==> config.mk <==
export PLATFORM = sky130hd
export DESIGN_NAME = ef_i2s_tx
export DESIGN_NICKNAME = d
export VERILOG_FILES = /design/src/rtl/ef_i2s_tx_pkg.sv /design/src/rtl/i2s_tx_fifo.sv /design/src/rtl/ef_i2s_tx.sv
export SDC_FILE = /design/constraint.sdc
export NUM_CORES = 1
export LEC_CHECK = 0
export BUFFER_PORTS_ARGS = -buffer_cell sky130_fd_sc_hd__buf_4
export CORE_UTILIZATION = 45
export DETAILED_ROUTE_END_ITERATION = 8
export GPL_TIMING_DRIVEN = 0
export SKIP_CTS_REPAIR_TIMING = 1
export SLEW_MARGIN = 5
export SYNTH_ARGS = -nofsm -noshare
export SYNTH_HDL_FRONTEND = slang
export SYNTH_SLANG_ARGS = --single-unit
==> constraint.sdc <==
create_clock -name clk -period 4.5 [get_ports clk]
set_input_delay 0.225 -clock clk [delete_from_list [all_inputs] [get_ports clk]]
set_output_delay 0.225 -clock clk [all_outputs]
set_load 0.02 [all_outputs]
==> src/rtl/ef_i2s_tx_pkg.sv <==
// Shared I2S definitions: channel encodings, slot width and sample-size clamp.
package ef_i2s_tx_pkg;

  // Channel-enable encodings, shared with the receiver.
  typedef enum logic [1:0] {
    CH_NONE   = 2'b00,
    CH_RIGHT  = 2'b01,
    CH_LEFT   = 2'b10,
    CH_STEREO = 2'b11
  } ch_e;

  localparam int unsigned SLOT_BITS = 32;

  // Sample sizes of 0 or above the slot width mean a full slot.
  function automatic logic [5:0] clamp_size(input logic [5:0] size);
    if (size == 6'd0 || size > 6'(SLOT_BITS)) begin
      return 6'(SLOT_BITS);
    end
    return size;
  endfunction

endpackage

==> src/rtl/i2s_tx_fifo.sv <==
// First-word-fall-through sample FIFO with full/empty flags and occupancy.
module i2s_tx_fifo #(
  parameter int DW = 32,
  parameter int AW = 4
) (
  input  logic          clk,
  input  logic          rst_n,
  input  logic          i_wr,
  input  logic [DW-1:0] i_wdata,
  input  logic          i_rd,
  output logic [DW-1:0] o_rdata,
  output logic          o_full,
  output logic          o_empty,
  output logic [AW:0]   o_level
);

  localparam logic [AW:0] Depth = {1'b1, {AW{1'b0}}};

  logic [DW-1:0] r_mem [2**AW];
  logic [AW-1:0] r_wptr;
  logic [AW-1:0] r_rptr;
  logic [AW:0]   r_level;
  logic          w_wr_ok;
  logic          w_rd_ok;

  assign w_wr_ok = i_wr & ~o_full;
  assign w_rd_ok = i_rd & ~o_empty;
  assign o_full  = (r_level == Depth);
  assign o_empty = (r_level == '0);
  assign o_level = r_level;
  assign o_rdata = r_mem[r_rptr];

  // Storage array; writes while full are dropped.
  always_ff @(posedge clk) begin
    if (w_wr_ok) r_mem[r_wptr] <= i_wdata;
  end

  // Pointers and occupancy; simultaneous write and pop keep the level.
  always_ff @(posedge clk or negedge rst_n) begin
    if (!rst_n) begin
      r_wptr  <= '0;
      r_rptr  <= '0;
      r_level <= '0;
    end else begin
      if (w_wr_ok) r_wptr <= r_wptr + 1'b1;
      if (w_rd_ok) r_rptr <= r_rptr + 1'b1;
      unique case ({w_wr_ok, w_rd_ok})
        2'b10:   r_level <= r_level + 1'b1;
        2'b01:   r_level <= r_level - 1'b1;
        default: r_level <= r_level;
      endcase
    end
  end

endmodule

==> src/rtl/ef_i2s_tx.sv <==
// Master-mode I2S transmitter: SCK/WS generation, slot sequencing and MSB-first serializer.
module ef_i2s_tx
  import ef_i2s_tx_pkg::*;
#(
  parameter int DW = 32,
  parameter int AW = 4
) (
  input  logic          clk,
  input  logic          rst_n,
  output logic          o_ws,
  output logic          o_sck,
  output logic          o_sdo,
  input  logic          i_fifo_wr,
  input  logic [DW-1:0] i_fifo_wdata,
  input  logic [AW:0]   i_fifo_level_threshold,
  output logic          o_fifo_full,
  output logic          o_fifo_empty,
  output logic [AW:0]   o_fifo_level,
  output logic          o_fifo_level_below,
  output logic          o_underflow,
  input  logic          i_left_justified,
  input  logic [5:0]    i_sample_size,
  input  logic [7:0]    i_sck_prescaler,
  input  logic [1:0]    i_channels,
  input  logic          i_en
);

  logic [7:0]           r_presc;
  logic                 r_sck;
  logic                 r_ws;
  logic [4:0]           r_bit_ctr;
  logic [SLOT_BITS-1:0] r_shift;
  logic                 r_sdo;
  logic                 r_started;
  logic                 r_underflow;

  logic [DW-1:0]        w_head;
  logic [SLOT_BITS-1:0] w_loaded;
  logic [SLOT_BITS-1:0] w_shift_d;
  logic [5:0]           w_size;
  logic                 w_tick;
  logic                 w_fall;
  logic                 w_slot_start;
  logic                 w_left;
  logic                 w_slot_en;
  logic                 w_start_now;
  logic                 w_pop;
  logic                 w_uf;

  i2s_tx_fifo #(
    .DW (DW),
    .AW (AW)
  ) u_fifo (
    .clk     (clk),
    .rst_n   (rst_n),
    .i_wr    (i_fifo_wr),
    .i_wdata (i_fifo_wdata),
    .i_rd    (w_pop),
    .o_rdata (w_head),
    .o_full  (o_fifo_full),
    .o_empty (o_fifo_empty),
    .o_level (o_fifo_level)
  );

  assign o_fifo_level_below = (o_fifo_level < i_fifo_level_threshold);

  assign w_tick       = i_en & (r_presc == 8'd0);
  assign w_fall       = w_tick & r_sck;
  assign w_slot_start = w_fall & (r_bit_ctr == 5'd31);

  // Channel of the slot that begins now, judged by the WS level it is about to take.
  assign w_left      = i_left_justified ? ~r_ws : r_ws;
  assign w_slot_en   = w_left ? (i_channels == CH_LEFT  || i_channels == CH_STEREO)
                              : (i_channels == CH_RIGHT || i_channels == CH_STEREO);
  assign w_start_now = r_started | (w_left & ~o_fifo_empty);
  assign w_pop       = w_slot_start & w_start_now & w_slot_en & ~o_fifo_empty;
  assign w_uf        = w_slot_start & w_start_now & w_slot_en & o_fifo_empty;

  // Right-aligned sample moved to the slot MSB, zero pad below.
  assign w_size   = clamp_size(i_sample_size);
  assign w_loaded = w_head[SLOT_BITS-1:0] << (6'(SLOT_BITS) - w_size);

  // Shifter next state: load at slot start, shift left on other falling ticks.
  always_comb begin
    w_shift_d = r_shift;
    if (w_slot_start) begin
      w_shift_d = w_pop ? w_loaded : '0;
    end else if (w_fall) begin
      w_shift_d = {r_shift[SLOT_BITS-2:0], 1'b0};
    end
  end

  // Prescaler, SCK, WS and bit counter; everything holds while disabled.
  always_ff @(posedge clk or negedge rst_n) begin
    if (!rst_n) begin
      r_presc   <= 8'd0;
      r_sck     <= 1'b0;
      r_ws      <= 1'b1;
      // Start at the last bit so the first falling tick opens a slot.
      r_bit_ctr <= 5'd31;
    end else if (i_en) begin
      r_presc <= (r_presc == 8'd0) ? i_sck_prescaler : r_presc - 8'd1;
      if (w_tick) r_sck <= ~r_sck;
      if (w_slot_start) begin
        r_ws      <= ~r_ws;
        r_bit_ctr <= 5'd0;
      end else if (w_fall) begin
        r_bit_ctr <= r_bit_ctr + 5'd1;
      end
    end
  end

  // Serializer, SDO framing, stream-start flag and underflow pulse.
  always_ff @(posedge clk or negedge rst_n) begin
    if (!rst_n) begin
      r_shift     <= '0;
      r_sdo       <= 1'b0;
      r_started   <= 1'b0;
      r_underflow <= 1'b0;
    end else begin
      r_shift <= w_shift_d;
      // I2S takes the pre-shift bit, giving the one-period delay behind WS.
      if (w_fall) r_sdo <= i_left_justified ? w_shift_d[SLOT_BITS-1] : r_shift[SLOT_BITS-1];
      if (!i_en) begin
        r_started <= 1'b0;
      end else if (w_slot_start) begin
        r_started <= w_start_now;
      end
      r_underflow <= w_uf;
    end
  end

  assign o_ws        = r_ws;
  assign o_sck       = r_sck;
  assign o_sdo       = r_sdo;
  assign o_underflow = r_underflow;

endmodule

==> results of run 1 <==
-- worst max-delay path, delay by kind of cell, from the launching register on --
kind	cells	cell delay, ns
DFF	1	0.42
AOI/OAI and AO/OA	2	0.44
buffers and inverters	5	1.58
muxes	2	0.99
and+or+nand+nor	2	0.65
-- cells by family (layout without fill, tap and decap cells) --
| group | count (synthesis) | in the layout | synth area share (%) |
|---|---|---|---|
| buf+inv | 113 | 360 | 2.50 |
| flops | 575 | 575 | 67.3 |
| other cells | 0 | 2 | 0 |
| fa+ha+maj | 17 | 17 | 0.845 |
| mux | 231 | 231 | 14.3 |
| compound gates | 281 | 281 | 7.59 |
| simple gates | 320 | 320 | 6.80 |
| xor+xnor | 17 | 17 | 0.591 |
-- path summary, 6_finish.rpt --
check / from / endpoint / slack (ns)
setup / recovery: u_fifo.r_rptr[0]$_DFFE_PN0P_ / r_shift[30]$_DFFE_PN0P_ / 0.23
hold / removal: i_channels[0] / o_underflow$_DFF_PN0_ / 0.04
setup reg to reg: u_fifo.r_rptr[0]$_DFFE_PN0P_ / r_shift[30]$_DFFE_PN0P_ / 0.23
hold reg to reg: r_bit_ctr[1]$_DFFE_PN1P_ / r_bit_ctr[1]$_DFFE_PN1P_ / 0.47
max in group asynchronous: rst_n / r_shift[9]$_DFFE_PN0P_ / 3.63
min in group asynchronous: rst_n / r_started$_DFFE_PN0P_ / 0.28
-- metal layers --
| layer | wire length [um] | vias up | GRT usage, % |
|---|---|---|---|
| met1 | 30700 | 7983 | 35.6 |
| li1 | - | 6653 | - |
| met5 | 0 | - | 0 |
| met4 | 2640 | 0 | 9.29 |
| met3 | 4860 | 140 | 4.72 |
| met2 | 34400 | 627 | 41.6 |
-- stage by stage --
step	setup TNS [ns]	total power [mW]	utilization, %	cells
6_report	0	13.3	53.4	2551
5_1_grt	0	13.7	53.4	2550
2_1_floorplan	0	7.53	-	1554
3_3_place_gp	-203.28	8.22	48.3	2371
3_5_place_dp	-6.34	8.33	49.0	2394
4_1_cts	0	13.3	52.6	2507
-- area by class of cell --
class                           instances  area [um2]  share of cell area (%)
Sequential cell                       575       17000                    57.5
Multi-Input combinational cell        866        7630                    25.9
Clock buffer                           80        1640                    5.56
Timing Repair Buffer                  134        1320                    4.46
Tap cell                              748         936                    3.18
Buffer                                 95         564                    1.91
Clock inverter                         33         353                    1.20
Inverter                               18        67.6                   0.229
Antenna cell                            2        5.00                  0.0170
-- synth_stat cells, types with 19 or more instances --
library cell	instances	area, um2
nand3_1	22	110
o21ai_0	42	210
nor2_1	49	184
o22ai_1	19	119
and2_1	19	119
mux4_2	101	2270
clkbuf_1	44	165
mux2_2	29	327
nor3b_1	26	195
nor3_1	22	110
a22oi_1	22	165
mux2i_1	101	1010
a21oi_1	60	300
edfxtp_1	512	15400
nand2_1	89	334
dfrtp_1	57	1430
-- power groups by stage --
stage / Clock, mW / Combinational [mW] / Sequential, mW
2_1_floorplan: 0 / 0.857 / 6.67
5_1_grt: 5.28 / 1.81 / 6.62
4_1_cts: 5.07 / 1.65 / 6.58
3_3_place_gp: 0 / 1.51 / 6.70
6_report: 5.01 / 1.68 / 6.58
3_5_place_dp: 0 / 1.64 / 6.68
-- sequential cells by signal, indices dropped and copies added (netlist names) --
register,flops
o_sck,1
o_sdo,1
o_underflow,1
o_ws,1
r_bit_ctr,5
r_presc,8
r_shift,32
r_started,1
u_fifo.o_level,5
u_fifo.r_mem,512
u_fifo.r_rptr,4
u_fifo.r_wptr,4
==> results.cfg, run 1 <==
[timing]
setup_viol = 0
tightestPinTransition_ns = 0.924
slew_headroom_pct = 37.7
hold_viol_final = 0
hold_slack_ns = 0.0424
slew_violations = 0
period_needed_ns = 4.27
rsz0062_at_grt = false
min_period_over_period_pct = 94.9
fin_ws_ns = 0.230
final.setup_skew_ns = 0.0177
fmax_mhz = 234

[synth]
syn_nets = 1629
ys_ff_latch = 575
synth_edf_count = 512
synthDistinctLibCells = 83
syn-cell-area_um2 = 25200
yosysSeqAreaShare_pct = 67.3
postSynthCellCount = 1554
synthArstFlopShare_pct = 11.0
yosysWarnings = 0
ys.flop_type = edfxtp_1
syn_area_per_cell_um2 = 16.2

[setup_path]
critical_path_class = flip-flop to flip-flop
cp.required_ns = 4.97
start_kind = flip-flop
cpPeakStageDelay_ns = 0.59
arrival_ns = 4.74
crit_path_cell_trace = buf_4 > buf_4 > buf_4 > buf_2 > buf_2 > mux2i_1 > nor2_1 > nor3_1 > mux2i_1 > o211ai_1 > a41oi_1
endpoint_kind = flip-flop
rr_worst_depth = 11
cp_common_cell = buf_4
path_max_fanout = 10
crit_slowest_cell = mux2i_1

[floorplanning]
die_area_um2 = 56900
initial_core_util_pct = 45.6
die-width_um = 239
coreArea_um2 = 55200
io_pins = 70
die_h_um = 239
row_count = 86

[global_routing]
grt_pass1_vias = 15273
grt_max_degree = 64
track_usage_pct = 25.9
antenna_found_initial = 1
grt_pass1_wl_um = 105000
grt-ovfl-total = 0

[power]
p_leak_nw = 10.1
p_seq_share_pct = 49.6
power_switching_mw = 3.35
powerDensity_nw_per_um2 = 450
power.share.combinational_pct = 12.7
peakVddDrop_v = 0.000321
pwr-share-clk_pct = 37.8
sw_frac_of_total_pct = 25.3
p_int_mw = 9.92

[clock_tree]
ctsHtreeMaxLevel = 2
cts_sinks = 575
cts_root_buf = clkbuf_16
clkTransAtPathRegs_ns = 0.07
clock_latency_ns = 0.62
cts_buffers = 61
cts_tree = built
cts_buffer_depth = 3

[cells_and_area]
final_nets = 1826
post_route_cells_drive_above_1_share_pct = 22.3
area_growth_pct = 17.0
fin_area_um2 = 29500
final_common_cell = edfxtp_1
final_cell_mix = edfxtp_1, mux2i_1, mux4_2, nand2_1, buf_4
fill_cells = 4503

[route]
wl_um = 72600
drt_iter0_markers = 1556
dr_total_vias = 15403
wl_per_cell_um = 28.4
dr.pass1.iters = 5
drc = 0
via_per_inst = 6.04
ant_nets = 0

[job]
cap_violations = 0

[placement]
io_buffer_count = 69
gp_congestion = 0.955
dp_hpwl_um = 49100
placed_cell_area_um2 = 27000
pre_cts_slack_ns = -0.488

[hold_path]
min_path_cells = 3
hp-class = primary input to flip-flop

[outcome]
status = finished clean
Power figures use the tool's default switching activity.
==> run 2, diff against run 1 <==
--- a/config.mk
+++ b/config.mk
@@ -5,6 +5,7 @@
 export SDC_FILE = /design/constraint.sdc
 export NUM_CORES = 1
 export LEC_CHECK = 0
+export ABC_AREA = 1
 export BUFFER_PORTS_ARGS = -buffer_cell sky130_fd_sc_hd__buf_4
 export CORE_UTILIZATION = 45
 export DETAILED_ROUTE_END_ITERATION = 8
==> run 2 against run 1 <==
Compared with the run above:
- the run now ends with negative hold slack left
- sequential cell count unchanged
- hold slack got worse by 0.087 ns
- sequential power is essentially flat
- critical path type unchanged
- final cell count up 33%
- critical path depth up 5
- largest cell class unchanged
- non-clock buffer count grew 32
- die area up 0.54%
- synthesized cell count grew 56%
- fmax increased by 27%
- sequential share of layout area fell by 0.40 points
- highest routed layer is now met5
- count of clock-buffer cells in the layout fell by 12
- utilization increased by 0.27 points
==> results.cfg, run 2 <==
[outcome]
status = finished, violations left
violations = negative hold slack

[route]
wl_um = 80200
drc = 0
wl_per_cell_um = 23.6
drt_iter0_markers = 2310
via_per_inst = 5.61
dr_total_vias = 19106
dr.pass1.iters = 6
ant_nets = 0

[synth]
synthAdderAreaFrac_pct = 0.840
synthDistinctLibCells = 43
synthXorXnorAreaFrac_pct = 0.524
ys.flop_type = edfxtp_1
synth_compound_area_share_pct = 3.55
synth_most_common_cell = nand2_1
syn_nets = 2493
synthArstFlopShare_pct = 11.0
yosysWarnings = 0
synth_edf_count = 512
yosysSeqAreaShare_pct = 67.0
ys_ff_latch = 575
muxShareOfSynthArea_pct = 0
synth_top_family_by_area = simple AND/OR/NAND/NOR gates
ys_top_cells_by_area = edfxtp_1, nand2_1, nand3_1
syn-cell-area_um2 = 25300
postSynthCellCount = 2418
synth_top_area_share_pct = 60.7
yosysTopAreaCell = edfxtp_1
syn_area_per_cell_um2 = 10.5
yosys.area_share.simple_pct = 23.8
yosys-top-cells-count = nand2_1, edfxtp_1, nand3_1, nor2_1, inv_1

[floorplanning]
io_pins = 70
die-width_um = 239
row_count = 86
die_h_um = 239
die_area_um2 = 57200
initial_core_util_pct = 45.8
coreArea_um2 = 55300

[power]
p_int_mw = 9.85
pwr-share-clk_pct = 37.8
power.share.combinational_pct = 13.2
p_leak_nw = 11.3
peakVddDrop_v = 0.000409
power_switching_mw = 3.52
powerDensity_nw_per_um2 = 451
sw_frac_of_total_pct = 26.3
p_seq_share_pct = 49.0

[setup_path]
cp_common_cell = nand2_1
arrival_ns = 3.84
endpoint_kind = flip-flop
crit_slowest_cell = clkbuf_1
critical_path_class = flip-flop to flip-flop
cp.required_ns = 4.98
cp.depth = 16
cp_top_family = buffers and inverters
start_kind = flip-flop
path_max_fanout = 10
cpPeakStageDelay_ns = 0.77
crit_path_cell_trace = clkbuf_1 > inv_1 > clkbuf_1 > o21ai_0 > nor2_1 > nand2_1 > nand3_1 > nand3_1 > nand2_1 > nand2_1 > nand2_1 > nand2_1 > o21ai_1 > nand2_1 > nand3_1 > nand3_1
rr_worst_depth = 16
cp_num_buf_inv = 3

[global_routing]
grt-ovfl-total = 0
grt_pass1_wl_um = 117000
antenna_found_initial = 3
track_usage_pct = 28.4
grt_max_degree = 64
grt_pass1_vias = 18001

[cells_and_area]
largest_reg_flops = 512
utilization_pct = 53.7
fill_cells = 4892
largest_registers = u_fifo.r_mem: 512 flops, r_shift: 32 flops, r_presc: 8 flops
final_nets = 2682
post_route_cells_drive_above_1_share_pct = 11.1
regMostFlops = u_fifo.r_mem
final_cell_mix = nand2_1, edfxtp_1, nand3_1, nor2_1, inv_1
final_common_cell = nand2_1
antennaDiodeCount = 0
area_growth_pct = 17.2

[timing]
fmax_mhz = 297
fin_ws_ns = 1.14
slew_violations = 0
rsz0062_at_grt = false
hold_slack_ns = -0.0446
tightestPinTransition_ns = 1.06
min_period_over_period_pct = 74.7
slew_headroom_pct = 29.3
setup_viol = 0
period_needed_ns = 3.36
final.setup_skew_ns = 0.0559
hold_viol_final = 1

[hold_path]
hp-class = primary input to flip-flop
min_path_cells = 3

[clock_tree]
ctsHtreeMaxLevel = 2
cts_buffers = 58
clock_latency_ns = 0.65
cts_tree = built
clkTransAtPathRegs_ns = 0.06
cts_buffer_depth = 3
cts_root_buf = clkbuf_16
cts_sinks = 575

[placement]
dp_hpwl_um = 54900
pre_cts_slack_ns = 1.11
io_buffer_count = 69
gp_congestion = 0.940

[job]
cap_violations = 0
run 2: final timing paths:
check / startpoint / endpoint / slack [ns]
max in group asynchronous: rst_n / u_fifo.r_wptr[0]$_DFFE_PN0P_ / 3.69
min in group asynchronous: rst_n / u_fifo.r_rptr[3]$_DFFE_PN0P_ / 0.24
hold / removal: i_sck_prescaler[5] / r_presc[5]$_DFFE_PN0P_ / -0.04
hold reg to reg: r_bit_ctr[2]$_DFFE_PN1P_ / r_bit_ctr[2]$_DFFE_PN1P_ / 0.47
setup / recovery: u_fifo.r_rptr[3]$_DFFE_PN0P_ / r_shift[26]$_DFFE_PN0P_ / 1.14
setup reg to reg: u_fifo.r_rptr[3]$_DFFE_PN0P_ / r_shift[26]$_DFFE_PN0P_ / 1.14
run 2: tightest hold or removal path: stages:
cell	delay, ns
buf_4	0.08
o21ai_0	0.06
o21ai_0	0.15
run 2: kinds of logic (layout without fill, tap and decap cells):
| group | count (synthesis) | count (layout) |
|---|---|---|
| AO/OA/AOI/OAI | 157 | 157 |
| AND/OR/NAND/NOR | 1397 | 1397 |
| adder cells (fa/ha/maj) | 17 | 17 |
| buffers and inverters | 259 | 497 |
| XOR/XNOR | 13 | 13 |
| flip-flops | 575 | 575 |
run 2: final cells by class:
type	count	area, um2	area share, %
flip-flops and latches	575	17000	57.1
multi-input cells	1584	7390	24.9
clock buffers	68	1490	5.02
repair buffers	129	1310	4.41
well taps	748	936	3.15
plain buffers	132	614	2.07
clock inverters	41	502	1.69
inverters	127	479	1.61
run 2: routing by layer:
metal / vias up / wire length [um] / GRT usage (%)
met5: - / 13 / 0
met4: 2 / 2600 / 9.79
met3: 145 / 6840 / 4.37
met2: 872 / 37200 / 45.2
met1: 9316 / 33600 / 39.6
li1: 8771 / - / -
run 2: through the flow:
step | power (mW) | TNS (ns) | instance area [um2] | instances
after floorplan | 7.57 | 0 | 25300 | 2418
final | 13.4 | 0 | 29700 | 3404
after global placement | 8.19 | -153.37 | 26800 | 3235
after detailed placement | 8.38 | 0 | 27200 | 3251
after CTS | 13.4 | 0 | 29200 | 3360
after global routing | 13.8 | 0 | 29700 | 3404
run 2: power groups by stage:
stage	Sequential [mW]	Combinational, mW	Clock (mW)
4_1_cts	6.55	1.72	5.11
6_report	6.56	1.76	5.06
2_1_floorplan	6.67	0.894	0
3_3_place_gp	6.70	1.50	0
5_1_grt	6.59	1.92	5.31
3_5_place_dp	6.66	1.71	0
